[src/rtl/pci_pkg.sv]
// Shared PCI definitions: bus command codes, target address and the
// arbiter state encoding used by pci_arbiter.
package pci_pkg;

    localparam logic [3:0]  PCI_read    = 4'b0010;
    localparam logic [3:0]  PCI_write   = 4'b0011;
    localparam logic [31:0] TARGET_ADDR = 32'h0000_1000;

    localparam logic [1:0] ST_IDLE  = 2'b00;
    localparam logic [1:0] ST_GRANT = 2'b01;
    localparam logic [1:0] ST_BUSY  = 2'b10;
    localparam logic [1:0] ST_TURN  = 2'b11;

    typedef enum logic [1:0] {
        IDLE  = ST_IDLE,
        GRANT = ST_GRANT,
        BUSY  = ST_BUSY,
        TURN  = ST_TURN
    } arb_state_e;

    // FRAME# and IRDY# both deasserted means nobody is driving a transaction.
    function automatic logic is_bus_idle(input logic frame, input logic irdy);
        return frame & irdy;
    endfunction

endpackage

[src/rtl/rr_picker.sv]
// Combinational round-robin picker: returns the first asserted request
// found scanning last+1, last+2, ... with wrap-around.
module rr_picker #(
    parameter int N  = 4,
    parameter int LW = 2
) (
    input  logic [N-1:0]  req,
    input  logic [LW-1:0] last,
    output logic [LW-1:0] winner,
    output logic          valid
);

    logic [LW-1:0] idx_s;

    // Scan offsets 1..N after last; the earliest hit is kept.
    always_comb begin
        winner = {LW{1'b0}};
        valid  = 1'b0;
        idx_s  = {LW{1'b0}};
        for (int i = 1; i <= N; i++) begin
            idx_s = LW'((int'(last) + i) % N);
            if (req[idx_s] && !valid) begin
                winner = idx_s;
                valid  = 1'b1;
            end else begin
                valid  = valid;
            end
        end
    end

endmodule

[src/rtl/pci_arbiter.sv]
// Central PCI bus arbiter: round-robin grant issue, FRAME#/IRDY# ownership
// tracking, mandatory turnaround and revocation of unused grants.
module pci_arbiter
    import pci_pkg::*;
#(
    parameter int N_MASTERS   = 4,
    parameter int GNT_TIMEOUT = 16
) (
    input  logic                         clk,
    input  logic                         rst,
    input  logic [N_MASTERS-1:0]         REQ_n,
    input  logic                         Frame,
    input  logic                         IRDY,
    output logic [N_MASTERS-1:0]         GNT_n,
    output logic [$clog2(N_MASTERS)-1:0] owner,
    output logic                         owner_valid,
    output logic                         bus_busy,
    output logic                         timeout
);

    localparam int OW = $clog2(N_MASTERS);
    localparam int CW = $clog2(GNT_TIMEOUT + 1);
    localparam logic [CW-1:0]        CNT_LAST  = CW'(GNT_TIMEOUT - 1);
    localparam logic [OW-1:0]        LAST_INIT = OW'(N_MASTERS - 1);
    localparam logic [N_MASTERS-1:0] GNT_NONE  = {N_MASTERS{1'b1}};

    logic [1:0]           state_r;
    logic [OW-1:0]        last_r;
    logic [CW-1:0]        cnt_r;
    logic [N_MASTERS-1:0] req_s;
    logic [OW-1:0]        winner_s;
    logic                 winner_valid_s;
    logic [N_MASTERS-1:0] grant_vec_s;
    logic                 bus_idle_s;

    assign req_s      = ~REQ_n;
    assign bus_idle_s = is_bus_idle(Frame, IRDY);

    rr_picker #(
        .N  (N_MASTERS),
        .LW (OW)
    ) u_picker (
        .req    (req_s),
        .last   (last_r),
        .winner (winner_s),
        .valid  (winner_valid_s)
    );

    // Active-low one-cold grant vector for the current winner.
    always_comb begin
        grant_vec_s = GNT_NONE;
        for (int i = 0; i < N_MASTERS; i++) begin
            if (winner_s == OW'(i)) begin
                grant_vec_s[i] = 1'b0;
            end else begin
                grant_vec_s[i] = 1'b1;
            end
        end
    end

    // Arbitration FSM; every output is registered here.
    always_ff @(posedge clk or posedge rst) begin
        if (rst) begin
            state_r     <= ST_IDLE;
            last_r      <= LAST_INIT;
            cnt_r       <= {CW{1'b0}};
            GNT_n       <= GNT_NONE;
            owner       <= {OW{1'b0}};
            owner_valid <= 1'b0;
            bus_busy    <= 1'b0;
            timeout     <= 1'b0;
        end else begin
            timeout <= 1'b0;
            case (state_r)
                ST_IDLE: begin
                    if (!Frame) begin
                        // Someone without a grant started a cycle: track it, own nothing.
                        state_r     <= ST_BUSY;
                        GNT_n       <= GNT_NONE;
                        owner_valid <= 1'b0;
                        bus_busy    <= 1'b1;
                    end else if (winner_valid_s) begin
                        state_r     <= ST_GRANT;
                        GNT_n       <= grant_vec_s;
                        owner       <= winner_s;
                        owner_valid <= 1'b1;
                        cnt_r       <= {CW{1'b0}};
                    end else begin
                        GNT_n       <= GNT_NONE;
                        owner_valid <= 1'b0;
                    end
                end
                ST_GRANT: begin
                    if (!Frame) begin
                        state_r  <= ST_BUSY;
                        GNT_n    <= GNT_NONE;
                        last_r   <= owner;
                        bus_busy <= 1'b1;
                    end else if (REQ_n[owner]) begin
                        state_r     <= ST_IDLE;
                        GNT_n       <= GNT_NONE;
                        owner_valid <= 1'b0;
                    end else if (cnt_r == CNT_LAST) begin
                        state_r     <= ST_IDLE;
                        GNT_n       <= GNT_NONE;
                        last_r      <= owner;
                        owner_valid <= 1'b0;
                        timeout     <= 1'b1;
                    end else begin
                        cnt_r <= cnt_r + CW'(1);
                    end
                end
                ST_BUSY: begin
                    GNT_n <= GNT_NONE;
                    if (bus_idle_s) begin
                        state_r     <= ST_TURN;
                        owner_valid <= 1'b0;
                        bus_busy    <= 1'b0;
                    end else begin
                        bus_busy <= 1'b1;
                    end
                end
                ST_TURN: begin
                    state_r     <= ST_IDLE;
                    GNT_n       <= GNT_NONE;
                    owner_valid <= 1'b0;
                    bus_busy    <= 1'b0;
                end
                default: begin
                    state_r     <= ST_IDLE;
                    GNT_n       <= GNT_NONE;
                    owner_valid <= 1'b0;
                    bus_busy    <= 1'b0;
                end
            endcase
        end
    end

endmodule

[config.mk]
export PLATFORM = sky130hd
export DESIGN_NAME = pci_arbiter
export DESIGN_NICKNAME = d
export VERILOG_FILES = /design/src/rtl/pci_pkg.sv /design/src/rtl/rr_picker.sv /design/src/rtl/pci_arbiter.sv
export SDC_FILE = /design/constraint.sdc
export NUM_CORES = 1
export LEC_CHECK = 0
export ABC_AREA = 1
export ABC_CLOCK_PERIOD_IN_PS = 2300
export CELL_PAD_IN_SITES_DETAIL_PLACEMENT = 0
export CELL_PAD_IN_SITES_GLOBAL_PLACEMENT = 1
export CORE_UTILIZATION = 39
export DETAILED_ROUTE_END_ITERATION = 8
export PLACE_DENSITY_LB_ADDON = 0.1
export SLEW_MARGIN = 25
export SYNTH_ARGS = -nofsm -noshare
export SYNTH_HDL_FRONTEND = slang
export SYNTH_HIERARCHICAL = 1
export SYNTH_SLANG_ARGS = --single-unit
[constraint.sdc]
create_clock -name clk -period 2.3 [get_ports clk]
set_input_delay 0.345 -clock clk [delete_from_list [all_inputs] [get_ports clk]]
set_output_delay 0.345 -clock clk [all_outputs]
set_load 0.03 [all_outputs]
==> run summary <==
Mapped Area: 0.00130 mm^2
most used routing layer: met2
IO Pins: 17
GRT met2 Usage: 0.281
die area: 0.00357 mm^2
maximum clock frequency: 509 MHz
core footprint: 0.00310 mm^2
Avg WL per Cell: 11.5 um
number of remaining DRC errors: 0
std cell rows: 20
worst skew pair latency: 0.29 ns
Max Fanout on Critical Path: 8
post-route cell area: 0.00154 mm^2
DRT antenna net count: 0
VDD IR max: 0.528 mV
Post-synth top flop: dfrtp_1
Port Buffer Count: 16
die span in y: 59.8 um
CP Cell Sequence: inv_1, nand2_1, nand2_1, nand2_1, nand2_4, nor2_8, nand4_1, o21ai_0, nor2_2, nand2_2, nand2_1, nand2_1
share of cells above drive strength 1: 0.159
placed instance area: 0.00151 mm^2
crit path DAT: 2.21 ns
actual slew at the worst max-slew pin: 0.697 ns
multi-input logic area: 731 um^2
initial DRC count: 62
Layout area overhead: 18.5%
final wirelength: 2810 um
syn_nets: 193
most frequent CP cell: nand2_1
Yosys reg bits: 18
setup bufs post-CTS: 0
delay of the slowest critical-path stage: 0.54 ns
RSZ-0062 raised after global routing: no
register area share after synthesis: 0.352
synth unique cells: 26
cts bufs inserted: 3
drt first pass iters: 5
largest net degree at the start of global routing: 19
vias: 1175
status: finished, final reports clean
Max Cap Viol: 0
FF+latch area: 458 um^2
layout net count: 213
number of global-route vias before repair: 1088
vias per inst: 4.80
Hold Violations, Final: 0
Synth Instances: 182
CTS tree: yes
power per cell area: 1260 mW/mm^2
met1 Track Usage GR: 0.238
filler-free cell count of the finished design: 245
leak pwr: 0.784 nW
Clock Sinks: 18
Setup Viol. Count Final: 0
clock skew: 0.00425 ns
post-route minimum period: 1.97 ns
Fin Setup TNS: 0 ns
total track usage: 0.175
H-tree levels: 1
Die Span X: 59.8 um
kind of critical path: reg2reg
Congestion Overflow GR: 0
HPWL Detailed: 2180 um
startpoint class of the critical path: flip-flop
GP Congestion: 0.883
crit share post-route: 0.855
initial core utilization: 0.419
Placed Instances: 241
post-CTS sizing: 0
slowest CP cell: dfstp_2
Root Buffer: clkbuf_4
Hold Buf Count CTS: 0
max-slew violations: 0
max_slew headroom: 0.535
initial antenna violation count: 0
Critical Path RT: 2.54 ns
Filler cells: 329
clock-pin slew on the worst setup and hold paths: 0.11 ns
ant diodes: 0
CTS max path bufs: 2
async set or reset register ratio after synthesis: 1.00
CP Capture Type: flip-flop
worst hold path type: in2async
first-pass GRT wire length: 4730 um
M3 GR Usage: 0.0281
number of flops mapped to enable cells by yosys: 0
Avg Inst Size Synth: 7.15 um^2
Yosys warnings: 6
-- layout by cell type (no fill, tap or decap), drive strengths merged --
| cell type | synthesis | final |
|---|---|---|
| nand2 | 76 | 76 |
| nand3 | 24 | 24 |
| inv | 23 | 23 |
| clkdlybuf4s50 | 0 | 16 |
| dfrtp | 12 | 12 |
| nand4 | 11 | 11 |
| nor2 | 11 | 11 |
| dfstp | 6 | 6 |
| o21ai | 5 | 5 |
| clkbuf | 0 | 4 |
| ha | 3 | 3 |
| buf | 3 | 2 |
| a21oi | 2 | 2 |
| xor2 | 1 | 1 |
| nor3 | 1 | 1 |
| nor3b | 1 | 1 |
| and2 | 1 | 1 |
| o21bai | 1 | 1 |
| o21a | 1 | 1 |
-- final timing paths --
kind                       cells past startpoint  slack [ns]   startpoint     endpoint
max                                           12        0.33    last_r[0]     cnt_r[2]
min                                            2        0.44          rst     bus_busy
max reg2reg                                   12        0.33    last_r[0]     cnt_r[2]
min reg2reg                                    2        0.48  owner_valid  owner_valid
max in group asynchronous                      2        1.41          rst     owner[0]
min in group clk                               2        0.48  owner_valid  owner_valid
-- synthesized netlist by cell type (2+ instances only) --
master	count	area, um^2
ha_1	3	37.5
a21oi_1	2	10.0
nand3_1	23	115
dfrtp_1	12	300
nand2_2	6	37.5
nand2_4	3	33.8
nor2_2	2	12.5
inv_2	4	15.0
nor2_8	2	40.0
nor2_1	6	22.5
nand2_1	67	251
nand4_1	11	68.8
buf_4	2	15.0
dfstp_2	6	158
inv_1	19	71.3
o21ai_0	4	20.0
-- kinds of logic after synthesis --
family	synth area share
buffers and inverters	0.0865
AND/OR/NAND/NOR	0.488
flip-flops	0.352
XOR/XNOR	0.00673
AO/OA/AOI/OAI	0.0385
adder cells (fa/ha/maj)	0.0288
-- power breakdown --
group / switching [mW] / leakage, nW / internal (mW) / total (mW)
Clock: 0.100 / 0.0210 / 0.0965 / 0.197
Combinational: 0.778 / 0.544 / 0.411 / 1.19
Sequential: 0.104 / 0.220 / 0.451 / 0.555
-- per-stage QoR --
| step | setup WS [ns] | utilization | hold WS [ns] | total power [mW] |
|---|---|---|---|---|
| finish | 0.333 | 0.497 | 0.444 | 1.94 |
| global route | 0.0880 | 0.497 | 0.527 | 2.11 |
| CTS | 0.327 | 0.497 | 0.461 | 1.96 |
| detailed placement | 0.127 | 0.485 | 0.458 | 1.75 |
| global placement | 0.158 | 0.485 | 0.454 | 1.74 |
| floorplan | 0.577 | - | 0.279 | 1.46 |
-- flip-flops by register name, indices dropped and copies added (netlist names) --
| name | flops |
|---|---|
| owner_valid | 1 |
| state_r | 2 |
| owner | 2 |
| cnt_r | 5 |
| bus_busy | 1 |
| last_r | 2 |
| timeout | 1 |
| GNT_n | 4 |
-- routing by layer --
metal  up-vias  wire length [um]
met3         2               104
met2        22              1270
met1       531              1420
met4         0                16
met5         -                 0
li1        620                 -
-- cell type report --
class                           count  share of cell area
Multi-Input combinational cell    138               0.474
Sequential cell                    18               0.297
Timing Repair Buffer               18               0.114
Inverter                           23              0.0560
Tap cell                           44              0.0357
Clock buffer                        4              0.0235
-- worst max-delay path: cells and delay by family (launching register included) --
family / cells / cell delay (ns)
simple gates: 10 / 1.02
flops: 1 / 0.54
compound gates: 1 / 0.24
buf+inv: 1 / 0.12
Power figures use the tool's default switching activity.
